===== config.mk =====
export PLATFORM = sky130hd
export DESIGN_NAME = nrs_seq_controller
export DESIGN_NICKNAME = d
export VERILOG_FILES = /design/src/rtl/nrs_pkg.sv /design/src/rtl/nrs_shift_counter.sv /design/src/rtl/nrs_seq_controller.sv
export SDC_FILE = /design/constraint.sdc
export NUM_CORES = 1
export LEC_CHECK = 0
export CAP_MARGIN = 5
export CELL_PAD_IN_SITES_DETAIL_PLACEMENT = 1
export CELL_PAD_IN_SITES_GLOBAL_PLACEMENT = 2
export CORE_MARGIN = 5
export CORE_UTILIZATION = 35
export DETAILED_ROUTE_END_ITERATION = 12
export GPL_TIMING_DRIVEN = 0
export PLACE_DENSITY = 0.82
export SYNTH_ARGS = -nofsm -noshare
export SYNTH_HDL_FRONTEND = slang
export SYNTH_SLANG_ARGS = --single-unit

===== constraint.sdc =====
create_clock -name clk -period 4.93 [get_ports clk]
set_input_delay 0.986 -clock clk [delete_from_list [all_inputs] [get_ports clk]]
set_output_delay 0.986 -clock clk [all_outputs]
set_load 0.05 [all_outputs]

===== src/rtl/nrs_pkg.sv =====
`default_nettype none
// ============================================================================
// Module      : nrs_pkg
// Description : Shared NRS sequencing types and constants.
// Revision    : 1.0 - initial release
// ============================================================================
package nrs_pkg;

    typedef enum logic [2:0] {
        ST_IDLE       = 3'd0,
        ST_FIRE_CINIT = 3'd1,
        ST_SEED       = 3'd2,
        ST_SHIFT      = 3'd3,
        ST_EVALUATE   = 3'd4,
        ST_WAIT_ACK   = 3'd5
    } nrs_state_t;

    localparam int c_nc_default = 1600;
    // The final 30 discarded Gold bits are never shifted through the LFSR.
    localparam int c_nc_skip    = 30;

endpackage
`default_nettype wire


===== src/rtl/nrs_shift_counter.sv =====
`default_nettype none
// ============================================================================
// Module      : nrs_shift_counter
// Description : Per-port shift/evaluate cycle counter with saturation.
// Revision    : 1.0 - initial release
// ============================================================================
module nrs_shift_counter #(
    parameter int SHIFT_LEN = 1570,
    parameter int EVAL_BITS = 4
) (
    input  logic clk,
    input  logic rst,
    input  logic clear,
    input  logic enable,
    output logic shift_done,
    output logic eval_done
);

    localparam int c_cnt_w = $clog2(SHIFT_LEN + EVAL_BITS);
    localparam logic [c_cnt_w-1:0] c_shift_last = c_cnt_w'(SHIFT_LEN - 1);
    localparam logic [c_cnt_w-1:0] c_eval_last  = c_cnt_w'(SHIFT_LEN + EVAL_BITS - 1);

    logic [c_cnt_w-1:0] r_cnt;

    // Holds at the last evaluate count so it can never wrap inside a port.
    always_ff @(posedge clk or negedge rst) begin
        if (!rst) begin
            r_cnt <= '0;
        end else if (clear) begin
            r_cnt <= '0;
        end else if (enable && (r_cnt != c_eval_last)) begin
            r_cnt <= r_cnt + 1'b1;
        end
    end

    assign shift_done = (r_cnt == c_shift_last);
    assign eval_done  = (r_cnt == c_eval_last);

endmodule
`default_nettype wire


===== src/rtl/nrs_seq_controller.sv =====
`default_nettype none
// ============================================================================
// Module      : nrs_seq_controller
// Description : Frame/run/port sequencer driving the NRS Gold-sequence LFSR.
// Revision    : 1.0 - initial release
// ============================================================================
module nrs_seq_controller
    import nrs_pkg::*;
#(
    parameter int WIDTH_REG      = 16,
    parameter int NC             = c_nc_default,
    parameter int EVAL_BITS      = 4,
    parameter int NUM_PORTS      = 2,
    parameter int RUNS_PER_FRAME = 10,
    localparam int c_port_w = (NUM_PORTS > 1) ? $clog2(NUM_PORTS) : 1,
    localparam int c_run_w  = (RUNS_PER_FRAME > 1) ? $clog2(RUNS_PER_FRAME) : 1,
    localparam int c_addr_w = (WIDTH_REG > 1) ? $clog2(WIDTH_REG) : 1
) (
    input  logic                clk,
    input  logic                rst,
    input  logic                new_frame,
    input  logic                frame_abort,
    input  logic                cinit_valid,
    input  logic                est_ack,
    output logic                init,
    output logic                shift_x,
    output logic                out,
    output logic                wr_en,
    output logic                cinit_run,
    output logic [c_port_w-1:0] port_sel,
    output logic [c_run_w-1:0]  run_idx,
    output logic [c_addr_w-1:0] wr_addr,
    output logic                NRS_gen_ready,
    output logic                busy
);

    localparam int c_shift_len = NC - c_nc_skip;

    if (NUM_PORTS * EVAL_BITS > WIDTH_REG) begin : g_cfg_bank_overflow
        $error("nrs_seq_controller: NUM_PORTS*EVAL_BITS exceeds WIDTH_REG");
    end
    if ((NUM_PORTS < 1) || (NUM_PORTS > 2)) begin : g_cfg_port_range
        $error("nrs_seq_controller: NUM_PORTS must be 1 or 2");
    end
    if (NC <= c_nc_skip) begin : g_cfg_nc_range
        $error("nrs_seq_controller: NC too small");
    end

    nrs_state_t r_state;
    nrs_state_t w_next_state;
    logic       r_cinit_fired;
    logic       w_shift_done;
    logic       w_eval_done;
    logic       w_last_port;
    logic       w_last_run;
    logic       w_run_end;
    logic       w_ack_go;
    logic       w_cnt_clear;
    logic       w_cnt_enable;

    assign w_last_port  = (port_sel == c_port_w'(NUM_PORTS - 1));
    assign w_last_run   = (run_idx == c_run_w'(RUNS_PER_FRAME - 1));
    assign w_run_end    = (r_state == ST_EVALUATE) && w_eval_done && w_last_port;
    assign w_ack_go     = (r_state == ST_WAIT_ACK) && (!NRS_gen_ready || est_ack);
    assign w_cnt_clear  = (r_state == ST_SEED) || frame_abort;
    assign w_cnt_enable = (r_state == ST_SHIFT) || (r_state == ST_EVALUATE);

    nrs_shift_counter #(
        .SHIFT_LEN (c_shift_len),
        .EVAL_BITS (EVAL_BITS)
    ) u_shift_counter (
        .clk        (clk),
        .rst        (rst),
        .clear      (w_cnt_clear),
        .enable     (w_cnt_enable),
        .shift_done (w_shift_done),
        .eval_done  (w_eval_done)
    );

    always_ff @(posedge clk or negedge rst) begin
        if (!rst) begin
            r_state <= ST_IDLE;
        end else begin
            r_state <= w_next_state;
        end
    end

    always_comb begin
        w_next_state = r_state;
        init         = 1'b0;
        shift_x      = 1'b0;
        out          = 1'b0;
        wr_en        = 1'b0;
        case (r_state)
            ST_IDLE: begin
                if (new_frame) w_next_state = ST_FIRE_CINIT;
            end
            ST_FIRE_CINIT: begin
                if (cinit_valid) w_next_state = ST_SEED;
            end
            ST_SEED: begin
                init         = 1'b1;
                w_next_state = ST_SHIFT;
            end
            ST_SHIFT: begin
                shift_x = 1'b1;
                if (w_shift_done) w_next_state = ST_EVALUATE;
            end
            ST_EVALUATE: begin
                shift_x = 1'b1;
                out     = 1'b1;
                wr_en   = 1'b1;
                if (w_eval_done) begin
                    if (!w_last_port)    w_next_state = ST_FIRE_CINIT;
                    else if (w_last_run) w_next_state = ST_IDLE;
                    else                 w_next_state = ST_WAIT_ACK;
                end
            end
            ST_WAIT_ACK: begin
                if (w_ack_go) w_next_state = ST_FIRE_CINIT;
            end
            default: w_next_state = ST_IDLE;
        endcase
        if (frame_abort) w_next_state = ST_IDLE;
    end

    // The start pulse is only raised on the first FIRE_CINIT cycle of a port.
    assign cinit_run = (r_state == ST_FIRE_CINIT) && !r_cinit_fired;
    assign busy      = (r_state != ST_IDLE);

    always_ff @(posedge clk or negedge rst) begin
        if (!rst) begin
            r_cinit_fired <= 1'b0;
            port_sel      <= '0;
            run_idx       <= '0;
            wr_addr       <= '0;
            NRS_gen_ready <= 1'b0;
        end else begin
            r_cinit_fired <= (r_state == ST_FIRE_CINIT);
            if (frame_abort) begin
                port_sel      <= '0;
                run_idx       <= '0;
                wr_addr       <= '0;
                NRS_gen_ready <= 1'b0;
            end else begin
                if ((r_state == ST_IDLE) && new_frame) begin
                    port_sel <= '0;
                    run_idx  <= '0;
                    wr_addr  <= '0;
                end
                if (r_state == ST_EVALUATE) begin
                    wr_addr <= wr_addr + 1'b1;
                    if (w_eval_done && !w_last_port) port_sel <= port_sel + 1'b1;
                end
                if (w_ack_go) begin
                    run_idx  <= run_idx + 1'b1;
                    port_sel <= '0;
                    wr_addr  <= '0;
                end
                // A completing run wins over an acknowledge in the same cycle.
                if (w_run_end)    NRS_gen_ready <= 1'b1;
                else if (est_ack) NRS_gen_ready <= 1'b0;
            end
        end
    end

endmodule
`default_nettype wire

==> metrics.txt <==
max-cap viol count 0; Vias ~1.3k; mux cell area share after synthesis about 2.1%; mapped cell area roughly 1500 sq um; initial antenna violation count 0; CP Capture Type output port; Final Hold Fails 0; Clk Latency, worst-skew pair 0.27 ns; gr usage total ~16%; commonest non-fill, non-tap cell in the layout dfrtp_1; Slew HR 54.25%; largest net degree at the start of global routing 26; RSZ-0062 raised after global routing false; commonest cells after routing, fill and taps aside dfrtp_1, clkdlybuf4s50_1, nand2_1; number of remaining DRC errors 0; Post-CTS Setup Inserts 0; 1st-iter DRT viols 43; worst r2r dst wr_addr[1]$_DFFE_PN0P_; PwrDens 431.7 nW/um^2; r2r worst-path depth 5; nets between 150 and 200; YS warnings 0; Setup-failing EPs final 0; Chip Height 74.67 um; Final Slew Violations 0; number of flops mapped to enable cells by yosys 0; Slew @ Worst Pin around 0.68 ns; CTS tree done; Synth Area in Simple Gates roughly 25%; most area-hungry cell type in the Yosys netlist dfrtp_1; Gate Count Post-Synth between 150 and 200; Critical Path Source Type flip-flop; Req. time, crit path 3.94 ns; share of post-route cells with drive strength above 1 6.557%; synth top area cells dfrtp_1, a21oi_1, ha_1; WL/cell between 15 and 20 um; Area growth syn-to-layout 21.37%; worst vdd ir 0.2098 mV; Reg2Reg Launch Point r_state[0]$_DFFE_PN0P_; vias in the first global route around 1.4k; Root Driver clkbuf_8; Synth Area in XOR/XNOR 1.197%; Core Region between 4000 and 5000 sq um; top-area cell type share of the netlist area between 40 and 50%; critical path type flip-flop to output port; Tmin final ~3.4 ns; post-synthesis sequential area ratio roughly 43%; post-synthesis compound-gate area fraction between 15 and 20%; WHS between 0.5 and 0.6 ns; post-cts sizing count 0; total grt overflow 0; routed vias/inst approximately 5.6; I/O pin total 22; Lkg Pwr 0.0006845 uW; first-pass GRT wire length approximately 7000 um; outcome finished, final reports clean; Main synth FF type dfrtp_1; Worst R2R Setup Slack 2.85 ns; # clock sinks 25; die width about 75 um; CTS buffer count 3; drt pass-1 iters 4; CTS hold repair buffers 0; Worst Hold Class flip-flop to flip-flop; # diodes 0; syn avg cell area between 9 and 10 sq um; # rows 23; Syn Nets 169; Yosys cell types 46; clk slew on worst S/H paths around 0.09 ns; Synth Area in Adders under 10%; crit path DAT ~2.5 ns; post-route antenna net violation count 0; Yosys reg bits 25; Die ar. 5576 sq um; buffers added on ports 21; gp weighted congestion around 0.75; setup_tns 0 ns; H-tree Lvls 1; Peak Freq around 0.3 GHz; clk buf depth 2; post-synthesis async set-or-reset flop share 100.0%; Critical Path Fanout Max 10; Tcrit/Tclk final a little over two thirds; clock skew approximately 0.0047 ns; main combinational cell family by area after synthesis simple AND/OR/NAND/NOR gates; final WL roughly 4100 um; Worst Setup EP init; initial core utilization 36.34%; Crit. Startpoint r_state[0]$_DFFE_PN0P_; hpwl dp approximately 3000 um
[metrics by stage]
step | setup WS (ns) | cell area, sq um | power (uW) | util, % | std cells
after floorplan | 2.045 | 1464 | 525.7 | - | 158
after global placement | 1.881 | 1737 | 635.6 | 43.11 | 229
after detailed placement | 1.831 | 1737 | 647.9 | 43.11 | 229
after CTS | 1.505 | 1782 | 773.9 | 44.22 | 233
after global routing | 1.376 | 1777 | 816.8 | 44.10 | 233
final | 1.497 | 1777 | 766.9 | 44.10 | 233
[critical path, stage by stage (launching register included)]
cell and delay, ns:
dfrtp_1 0.44, buf_1 0.25, nor3b_1 0.57, clkdlybuf4s50_1 0.92
[sequential cells by signal, summed over array words and instances (netlist names)]
signal,count
r_state,3
r_cinit_fired,1
run_idx,4
wr_addr,4
port_sel,1
u_shift_counter.r_cnt,11
NRS_gen_ready,1
[logic make-up (layout without fill, tap and decap cells)]
kind of cell / Yosys count / in the layout
muxes: 3 / 3
DFF: 25 / 25
and+or+nand+nor: 63 / 63
AOI/OAI and AO/OA: 43 / 43
buffers and inverters: 17 / 42
xor gates and xnor gates: 2 / 2
adders and majority gates: 5 / 5
[area by class of cell]
class,instances,area (sq um)
fillers,490,2252
inverters,9,38.79
flip-flops and latches,25,625.6
plain buffers,8,36.28
repair buffers,21,205.2
multi-input cells,116,763.2
well taps,50,62.56
clock buffers,4,45.04
[how the worst min path moves through the flow]
stage	startpoint	endpoint	cells past startpoint
finish	wr_addr[0]$_DFFE_PN0P_	wr_addr[0]$_DFFE_PN0P_	1
global route	wr_addr[0]$_DFFE_PN0P_	wr_addr[0]$_DFFE_PN0P_	1
CTS	u_shift_counter.r_cnt[10]$_DFFE_PN0P_	u_shift_counter.r_cnt[10]$_DFFE_PN0P_	2
detailed placement	u_shift_counter.r_cnt[9]$_DFFE_PN0P_	u_shift_counter.r_cnt[9]$_DFFE_PN0P_	2
global placement	u_shift_counter.r_cnt[10]$_DFFE_PN0P_	u_shift_counter.r_cnt[10]$_DFFE_PN0P_	2
floorplan	u_shift_counter.r_cnt[10]$_DFFE_PN0P_	u_shift_counter.r_cnt[10]$_DFFE_PN0P_	2
[synth_stat cells (3+ instances only)]
cell       n
or4_1      6
nor2_1     8
nand2_1   15
mux2i_1    3
inv_1      8
o21ai_0    5
dfrtp_1   25
o22ai_1    3
or3_1      5
nand2b_1   3
clkbuf_1   4
nor4b_1    3
a21oi_1   14
a31oi_1    3
ha_1       5
o31ai_1    6
nand3_1    5
[routing by layer]
layer / vias up / global-route usage [%] / part of all wire (%)
li1: 634 / - / -
met1: 658 / 20.52 / 47
met2: 16 / 27.51 / 50
met3: 4 / 2.670 / 2.3
met4: 0 / 4.545 / 0.89
met5: - / 0 / 0
[power breakdown]
| part | total (uW) | internal, uW | switching, uW |
|---|---|---|---|
| registers | 258 | 229 | 29.4 |
| logic | 383 | 128 | 255 |
| clock network | 126 | 57.9 | 68.5 |
| total | 767 | 414 | 353 |
Power figures use the tool's default switching activity.
